===== src/rtl/mplx_monitor.sv =====
// mplx_monitor
//   Receive-side checker and pip decoder for the 3-bit result stream of the
//   dice / traffic-light multiplexer. Every edge it samples sel, button and
//   result, checks legality and sequencing against the previous sample, and
//   drives registered status outputs one clock later.
//
// Ports
//   clk        system clock, rising edge
//   rst        asynchronous reset, active-low
//   sel        mode: 0 = dice, 1 = traffic lights
//   button     dice roll enable as seen by the multiplexer
//   result     multiplexer output (dice 1..6, lights {red, amber, green})
//   pips       dice pip LEDs [0] centre, [1] TL, [2] TR, [3] ML, [4] MR, [5] BL, [6] BR
//   err        one-cycle pulse per failing sample
//   err_sticky set by any error, cleared only by reset
//   err_count  saturating count of failing samples
//   tl_cycles  saturating count of completed red-to-red light cycles
//
// State   | meaning
// --------+---------------------------------------------------------------
// S_SYNC  | no trusted prior sample; current sample checked for legality only
// S_TRACK | prior sample valid; full legality + sequence check
module mplx_monitor #(
  parameter int CNT_W = 8
) (
  input  logic             clk,
  input  logic             rst,
  input  logic             sel,
  input  logic             button,
  input  logic [2:0]       result,
  output logic [6:0]       pips,
  output logic             err,
  output logic             err_sticky,
  output logic [CNT_W-1:0] err_count,
  output logic [CNT_W-1:0] tl_cycles
);

  typedef enum logic {S_SYNC, S_TRACK} state_t;

  localparam logic [2:0] L_R  = 3'b100;
  localparam logic [2:0] L_RA = 3'b110;
  localparam logic [2:0] L_G  = 3'b001;
  localparam logic [2:0] L_A  = 3'b010;

  state_t           state_q, state_d;
  logic [2:0]       r_q, r_d;
  logic             b_q, b_d;
  logic             sel_q, sel_d;
  logic [6:0]       pips_q, pips_d;
  logic             err_q, err_d;
  logic             sticky_q, sticky_d;
  logic [CNT_W-1:0] cnt_q, cnt_d;
  logic [CNT_W-1:0] tl_q, tl_d;

  logic       dice_legal, lights_legal, legal;
  logic       sync_sample, tl_hit;
  logic [2:0] next_dice, next_light, expected;

  always_comb begin
    dice_legal = (result >= 3'd1) && (result <= 3'd6);

    lights_legal = 1'b0;
    case (result)
      L_R, L_RA, L_G, L_A: lights_legal = 1'b1;
      default:             lights_legal = 1'b0;
    endcase

    legal = sel ? lights_legal : dice_legal;

    // Successors of an illegal prior value map to 000, which is never legal,
    // so the sample after a bad code is still flagged.
    next_dice = 3'b000;
    case (r_q)
      3'd1:    next_dice = 3'd2;
      3'd2:    next_dice = 3'd3;
      3'd3:    next_dice = 3'd4;
      3'd4:    next_dice = 3'd5;
      3'd5:    next_dice = 3'd6;
      3'd6:    next_dice = 3'd1;
      default: next_dice = 3'b000;
    endcase

    next_light = 3'b000;
    case (r_q)
      L_R:     next_light = L_RA;
      L_RA:    next_light = L_G;
      L_G:     next_light = L_A;
      L_A:     next_light = L_R;
      default: next_light = 3'b000;
    endcase

    if (sel) expected = next_light;
    else     expected = b_q ? next_dice : r_q;

    // A mode change restarts checking for the new mode just like SYNC.
    sync_sample = (state_q == S_SYNC) || (sel != sel_q);

    err_d  = sync_sample ? !legal : (!legal || (result != expected));
    tl_hit = !sync_sample && sel && (r_q == L_A) && (result == L_R);

    pips_d = 7'b0000000;
    if (!sel) begin
      case (result)
        3'd1:    pips_d = 7'b0000001;
        3'd2:    pips_d = 7'b1000010;
        3'd3:    pips_d = 7'b1000011;
        3'd4:    pips_d = 7'b1100110;
        3'd5:    pips_d = 7'b1100111;
        3'd6:    pips_d = 7'b1111110;
        default: pips_d = 7'b0000000;
      endcase
    end

    sticky_d = sticky_q | err_d;
    cnt_d    = (err_d && (cnt_q != '1)) ? cnt_q + CNT_W'(1) : cnt_q;
    tl_d     = (tl_hit && (tl_q != '1)) ? tl_q + CNT_W'(1) : tl_q;

    // Prior samples always follow the input, so checking resyncs after errors.
    r_d     = result;
    b_d     = button;
    sel_d   = sel;
    state_d = S_TRACK;
  end

  always_ff @(posedge clk or negedge rst) begin
    if (!rst) begin
      state_q  <= S_SYNC;
      r_q      <= 3'b000;
      b_q      <= 1'b0;
      sel_q    <= 1'b0;
      pips_q   <= 7'b0000000;
      err_q    <= 1'b0;
      sticky_q <= 1'b0;
      cnt_q    <= '0;
      tl_q     <= '0;
    end else begin
      state_q  <= state_d;
      r_q      <= r_d;
      b_q      <= b_d;
      sel_q    <= sel_d;
      pips_q   <= pips_d;
      err_q    <= err_d;
      sticky_q <= sticky_d;
      cnt_q    <= cnt_d;
      tl_q     <= tl_d;
    end
  end

  assign pips       = pips_q;
  assign err        = err_q;
  assign err_sticky = sticky_q;
  assign err_count  = cnt_q;
  assign tl_cycles  = tl_q;

endmodule

===== config.mk =====
export PLATFORM = sky130hd
export DESIGN_NAME = mplx_monitor
export DESIGN_NICKNAME = d
export VERILOG_FILES = /design/src/rtl/mplx_monitor.sv
export SDC_FILE = /design/constraint.sdc
export NUM_CORES = 1
export LEC_CHECK = 0
export BUFFER_PORTS_ARGS = -buffer_cell sky130_fd_sc_hd__buf_2
export CAP_MARGIN = 15
export CORE_MARGIN = 3
export CORE_UTILIZATION = 53
export DETAILED_ROUTE_END_ITERATION = 10
export GPL_ROUTABILITY_DRIVEN = 0
export GPL_TIMING_DRIVEN = 0
export PLACE_DENSITY = 0.85
export SLEW_MARGIN = 20
export SYNTH_ARGS = -nofsm -noshare
export SYNTH_HDL_FRONTEND = slang
export SYNTH_SLANG_ARGS = --single-unit
export TNS_END_PERCENT = 20

===== constraint.sdc =====
create_clock -name clk -period 3 [get_ports clk]
set_input_delay 0.6 -clock clk [delete_from_list [all_inputs] [get_ports clk]]
set_output_delay 0.6 -clock clk [all_outputs]
set_load 0.1 [all_outputs]

==> summary.txt, run 1 <==
Outcome
  – Outcome: finished, final reports clean

Clock network
  – Clock sinks: 28
  – CTS tree: yes
  – CTS root buf: clkbuf_4
  – Clock-pin transition on the worst setup and hold timing paths: ~150 ps
  – Post-CTS sizing: 0
  – Clk Latency, worst-skew pair: around 320 ps
  – Post-CTS setup buffer count: 0
  – H-tree lvl count: 1
  – CTS Hold Bufs: 0
  – Number of buffers created by CTS: 3
  – CTS Buffer Depth: 2

Floorplanning
  – Die H: 58.6 um
  – Die ar.: between 3000 and 4000 um2
  – Initial core utilization: around 58%
  – IO Pins: 32
  – Core box area: ~2500 um2
  – Die width: roughly 60 um
  – Row count: 18

Synth
  – Mapped Nets: between 100 and 150
  – Yosys warns: 0
  – Prevailing post-synth register cell: dfrtp_1
  – Number of synthesized flops with an enable pin: 0
  – Syn Inst Count: roughly 130
  – Post-synth ARST share: 100%
  – Yosys cell types: 44
  – Synth area leaders: dfrtp_1, xnor2_1, a211oi_1, xor2_1, nand2_1
  – Synth Area per Inst: 11.2 um2
  – Register area share after synthesis: a little under half
  – Yosys top cell area share: a little under half
  – FF+latch count, synth: 28
  – Mapped cell area: around 1500 um2
  – Cell taking the most area after synthesis: dfrtp_1

Global routing
  – Global-route wire length before repair: 4870 um
  – Global route overflow: 0
  – All-Layer GR Usage: 18.1%
  – Largest net degree at the start of global routing: 29
  – Initial antenna violation count: 0
  – Vias in the first global route: 1125

Critical path
  – Slowest stage cell on the critical path: o41ai_4
  – CP Cell Sequence: buf_6, xnor2_2, a2111oi_4, a211oi_2, o41ai_4, a211oi_1, mux2_1
  – CP Data Required Time: between 3000 and 4000 ps
  – Critical Path Stages: 7
  – Delay of the slowest critical-path stage: 560 ps
  – Worst reg2reg path depth: 7
  – Worst Setup End Kind: flop
  – CP startpoint kind: flop
  – Crit-path max FO: 9
  – WS Path Type: reg -> reg
  – Bufs and invs on worst path: 1
  – Top Family by Delay on Critical Path: compound AO/OA/AOI/OAI gates
  – Worst EP arrival: approximately 2600 ps

Layout
  – Filler Cell Count: ~210
  – Layout cells sized above 1: between 30 and 40%
  – Area delta synth->final: 14.7%
  – Ant diodes: 0
  – Final nets: around 180

STA
  – Clock Skew: between 10 and 15 ps
  – FMAX: between 400 and 500 MHz
  – Setup TNS: 0 ps
  – RSZ-0062 raised after global routing: no
  – Min cycle time layout: around 2300 ps
  – Hold slack final: 256 ps
  – Final slew viol count: 0
  – Final Hold Fails: 0
  – Final setup violation count: 0
  – Tcrit/Tclk final: 77.5%
  – Worst rel slew slack: 45.5%
  – Slew @ Worst Pin: approximately 810 ps

Power
  – Combinational share of power: 49.4%
  – Flop pwr share: between 30% and 40%
  – Max VDD drop: roughly 0.0011 V
  – Clock share of power: a little under an eighth
  – Leakage: 0.000813 uW
  – Sw Share: between 50% and 60%
  – Cell area power density: roughly 760 nW/um2
  – Switch Pwr: about 700 uW
  – P_int: 598 uW

Routing
  – DR vias/cell: roughly 5.5
  – Drt initial violations: 25
  – DR WL/cell: 14.2 um
  – DRC errors left: 0
  – Final wirelength: 2780 um
  – Initial DRT Pass Iterations: 4
  – DR vias: 1075
  – Final ANT Viol Nets: 0

Placed design
  – Port bufs: 31
  – DP HPWL: about 2000 um

Hold path
  – Hold/Removal Path Class: in -> async

Flow run
  – Max cap viols: 0
-- area by class of cell --
cell class                 instances  area, um2  share of cell area [%]
buffer                             9       67.6                    4.01
clock buffer                       3       22.5                    1.34
tap                               30       37.5                    2.23
inverter                           2       7.51                   0.446
sequential                        28        701                    41.6
timing repair buffer              31        155                    9.21
multi-input combinational         92        693                    41.2
-- final timing paths --
kind | startpoint | endpoint | slack (ps)
min | rst | err_count[4] | 260
max | r_q[0] | err_count[7] | 680
max reg2reg | r_q[0] | err_count[7] | 680
max in group asynchronous | rst | r_q[2] | 2330
min reg2reg | err_sticky | err_sticky | 510
min in group clk | button | b_q | 380
-- power by group through the flow --
stage               Clock [uW]  Sequential [uW]  Combinational (uW)
CTS                        155              497                 636
global placement             0              498                 626
floorplan                    0              885                 144
finish                     152              497                 633
detailed placement           0              504                 636
global route               166              508                 666
-- kinds of logic after synthesis --
group / Yosys count / share of synthesized area [%]
flip-flops: 28 / 47.7
other: 1 / 0.255
buffers and inverters: 11 / 5.11
XOR/XNOR: 14 / 8.86
AND/OR/NAND/NOR: 43 / 16.4
multiplexers: 4 / 3.07
adder cells (fa/ha/maj): 3 / 2.38
AO/OA/AOI/OAI: 27 / 16.2
-- through the flow --
stage | power [uW] | util, % | std cells | instance area (um2) | setup slack (ps)
global placement | 1120 | 65.3 | 192 | 1660 | 454
floorplan | 1030 | - | 131 | 1470 | 473
finish | 1280 | 66.2 | 195 | 1680 | 676
global route | 1340 | 66.2 | 195 | 1680 | 505
detailed placement | 1140 | 65.3 | 192 | 1660 | 435
CTS | 1290 | 66.2 | 195 | 1680 | 663
-- flip-flops by register name, indices dropped and copies added (netlist names) --
| signal | cells |
|---|---|
| err_count | 8 |
| tl_cycles | 8 |
| pips | 4 |
| r_q | 3 |
| b_q | 1 |
| err | 1 |
| err_sticky | 1 |
| sel_q | 1 |
| state_q | 1 |
-- synth_stat cells (2+ instances only) --
cell type and instances:
nor2b_1 3, buf_4 4, xor2_1 6, buf_6 2, mux2_1 3, and2_1 2
a21oi_1 6, nand4_1 3, xnor2_1 7, a211oi_1 7, dfrtp_1 28, nand3_1 2
nor3b_1 4, ha_1 2, buf_2 2, inv_1 2, nand2b_1 2, nor2_1 4
nand2_1 11, and3_1 5, or2_2 3
-- worst register-to-register path, delay by kind of cell (launching register included) --
kind | cells | cell delay [ps]
AOI/OAI and AO/OA | 4 | 1190
DFF | 1 | 400
muxes | 1 | 340
buffers and inverters | 1 | 140
xor gates and xnor gates | 1 | 160
-- layout by cell type (no fill, tap or decap), types with 5 or more instances in the layout --
master,netlist,final
buf_2,2,33
dfrtp_1,28,28
nand2_1,11,11
a211oi_1,7,7
xnor2_1,7,7
a21oi_1,6,6
xor2_1,6,6
and3_1,5,5
-- metal layers --
| metal | part of all wire, % | GRT usage, % |
|---|---|---|
| met2 | 53 | 33.0 |
| met1 | 44 | 22.5 |
| met3 | 2.8 | 2.63 |
| met4 | 0.68 | 4.85 |
| met5 | 0 | 0 |
No activity file was read; power rests on OpenSTA's default activity.
==> inputs of run 2 (changes only) <==
--- a/config.mk
+++ b/config.mk
@@ -8,11 +8,11 @@
 export BUFFER_PORTS_ARGS = -buffer_cell sky130_fd_sc_hd__buf_2
 export CAP_MARGIN = 15
 export CORE_MARGIN = 3
-export CORE_UTILIZATION = 53
+export CORE_UTILIZATION = 48
 export DETAILED_ROUTE_END_ITERATION = 10
 export GPL_ROUTABILITY_DRIVEN = 0
 export GPL_TIMING_DRIVEN = 0
-export PLACE_DENSITY = 0.85
+export PLACE_DENSITY = 0.82
 export SLEW_MARGIN = 20
 export SYNTH_ARGS = -nofsm -noshare
 export SYNTH_HDL_FRONTEND = slang
==> constraint.sdc (replaced) <==
create_clock -name clk -period 2.1 [get_ports clk]
set_input_delay 0.42 -clock clk [delete_from_list [all_inputs] [get_ports clk]]
set_output_delay 0.42 -clock clk [all_outputs]
set_load 0.1 [all_outputs]
==> summary.txt, run 2 (synthesized netlist as in run 1, its figures left out) <==
Critical path
  – CP Cell Sequence: buf_6, and2b_1, a211oi_2, a221oi_4, o41ai_4, buf_6, a21oi_1, mux2_1
  – Slowest stage cell on the critical path: dfrtp_1
  – Bufs and invs on worst path: 2
  – Most common cell on crit path: buf_6
  – Crit-path max FO: 9
  – WS Path Type: reg -> reg
  – Top Family by Delay on Critical Path: compound AO/OA/AOI/OAI gates
  – Worst Setup End Kind: flop
  – CP Data Required Time: around 2300 ps
  – Worst reg2reg path depth: 8
  – R2r setup slk: -110 ps
  – Delay of the slowest critical-path stage: 380 ps
  – CP startpoint kind: flop
  – Reg2reg end: err_count[6]
  – Worst EP arrival: roughly 2500 ps
  – R2R Path Start: r_q[0]

STA
  – Setup TNS: -338 ps
  – Worst setup margin: -114 ps
  – RSZ-0062 raised after global routing: yes
  – Worst rel slew slack: 56.5%
  – Final setup violation count: 5
  – Slew @ Worst Pin: between 600 and 700 ps
  – Clock Skew: 6.70 ps
  – Final slew viol count: 0
  – Tcrit/Tclk final: 105%
  – Final Hold Fails: 0
  – FMAX: 452 MHz
  – Min cycle time layout: roughly 2200 ps

Routing
  – DR vias: between 1000 and 1500
  – Final ANT Viol Nets: 0
  – Final wirelength: just under 3000 um
  – Initial DRT Pass Iterations: 4
  – Drt initial violations: 35
  – DRC errors left: 0
  – DR vias/cell: 5.56
  – DR WL/cell: roughly 15 um

Clock network
  – Clock-pin transition on the worst setup and hold timing paths: about 150 ps
  – H-tree lvl count: 1
  – Clk Latency, worst-skew pair: ~330 ps
  – CTS tree: yes
  – Clock sinks: 28
  – CTS root buf: clkbuf_4
  – CTS Buffer Depth: 2
  – Number of buffers created by CTS: 3

Floorplanning
  – Row count: 19
  – Die width: 61.3 um
  – Die H: 61.3 um
  – Initial core utilization: 51.9%
  – Die ar.: 3760 um2
  – IO Pins: 32
  – Core box area: around 2800 um2

Power
  – Max VDD drop: between 0.0009 and 0.001 V
  – Switch Pwr: between 1000 and 1500 uW
  – Flop pwr share: 35.7%
  – Sw Share: 50.1%
  – Combinational share of power: between 40 and 50%
  – Clock share of power: 17.6%
  – P_int: between 1000 and 1500 uW
  – Leakage: 0.000836 uW
  – Cell area power density: around 1100 nW/um2
  – Total power: between 2000 and 2500 uW

Layout
  – Final Util: a little under two thirds
  – Final nets: around 180
  – Area taken by multi-input logic gates: 754 um2
  – Commonest non-fill, non-tap cell in the layout: buf_2
  – Ant diodes: 0
  – Commonest cells after routing, fill and taps aside: buf_2, dfrtp_1, nand2_1
  – Filler Cell Count: 221
  – Area delta synth->final: 22.6%
  – Register area: between 700 and 800 um2
  – Fin area: approximately 1800 um2
  – Layout cells sized above 1: between 40% and 50%

Outcome
  – Outcome: finished with violations
  – Failing checks: negative setup slack

Hold path
  – Hold/Removal Path Class: in -> async

Placed design
  – DP HPWL: 2150 um
  – Cell Area, Placed: about 1700 um2
  – Pre-CTS setup slack: -365 ps
  – Port bufs: 31

Global routing
  – Global route overflow: 0
  – All-Layer GR Usage: 17.1%
  – Initial antenna violation count: 0
  – Global-route wire length before repair: roughly 4800 um
  – Vias in the first global route: about 1100
  – Largest net degree at the start of global routing: 29

Flow run
  – Max cap viols: 0
[run 2: how the worst max path moves through the flow]
stage | cells after the start | slack [ps] | to | startpoint
5_1_grt | 8 | -180 | err_count[1] | r_q[0]
6_report | 8 | -110 | err_count[6] | r_q[0]
4_1_cts | 8 | -130 | err_count[1] | r_q[0]
3_5_place_dp | 7 | -370 | err_count[1] | sel
2_1_floorplan | 6 | -20 | err_count[1] | err_count[0]
3_3_place_gp | 8 | -290 | err_count[7] | sel
[run 2: what timing repair did]
action | 4_1_cts | 5_1_grt
pin swaps | 6 | 2
gates resized for setup | 4 | 6
gates cloned | 0 | 0
endpoints found under the setup margin | 9 | 14
hold buffers | 0 | 0
buffers inserted | 1 | 0
[run 2: routing by layer]
| metal | vias up | track usage, % | wire length (um) |
|---|---|---|---|
| li1 | 530 | - | - |
| met1 | 541 | 21.0 | 1230 |
| met2 | 25 | 30.4 | 1540 |
| met3 | 5 | 2.73 | 114 |
| met4 | 0 | 5.57 | 29 |
| met5 | - | 0 | 0 |
[run 2: area by class of cell]
class / instances / share of cell area (%)
plain buffers: 9 / 3.75
clock buffers: 3 / 1.25
repair buffers: 32 / 9.24
well taps: 31 / 2.15
flip-flops and latches: 28 / 39.6
multi-input cells: 92 / 41.9
inverters: 2 / 0.417
clock inverters: 1 / 1.67
[run 2: worst reg2reg max path, stage by stage (launching register included)]
cell and delay [ps]:
dfrtp_1 380, buf_6 130, and2b_1 220, a211oi_2 330
a221oi_4 120, o41ai_4 350, buf_6 180, a21oi_1 80
mux2_1 340
[run 2: per-stage QoR]
stage | instances | hold slack, ps
floorplan | 131 | 124
global placement | 193 | 456
detailed placement | 193 | 464
CTS | 198 | 91.5
global route | 198 | 89.8
finish | 198 | 71.4
[run 2: power by group through the flow]
stage / clock network, uW / registers, uW / logic, uW
5_1_grt: 384 / 736 / 993
3_3_place_gp: 0 / 721 / 899
3_5_place_dp: 0 / 730 / 919
2_1_floorplan: 0 / 1270 / 208
4_1_cts: 359 / 718 / 931
6_report: 356 / 723 / 947
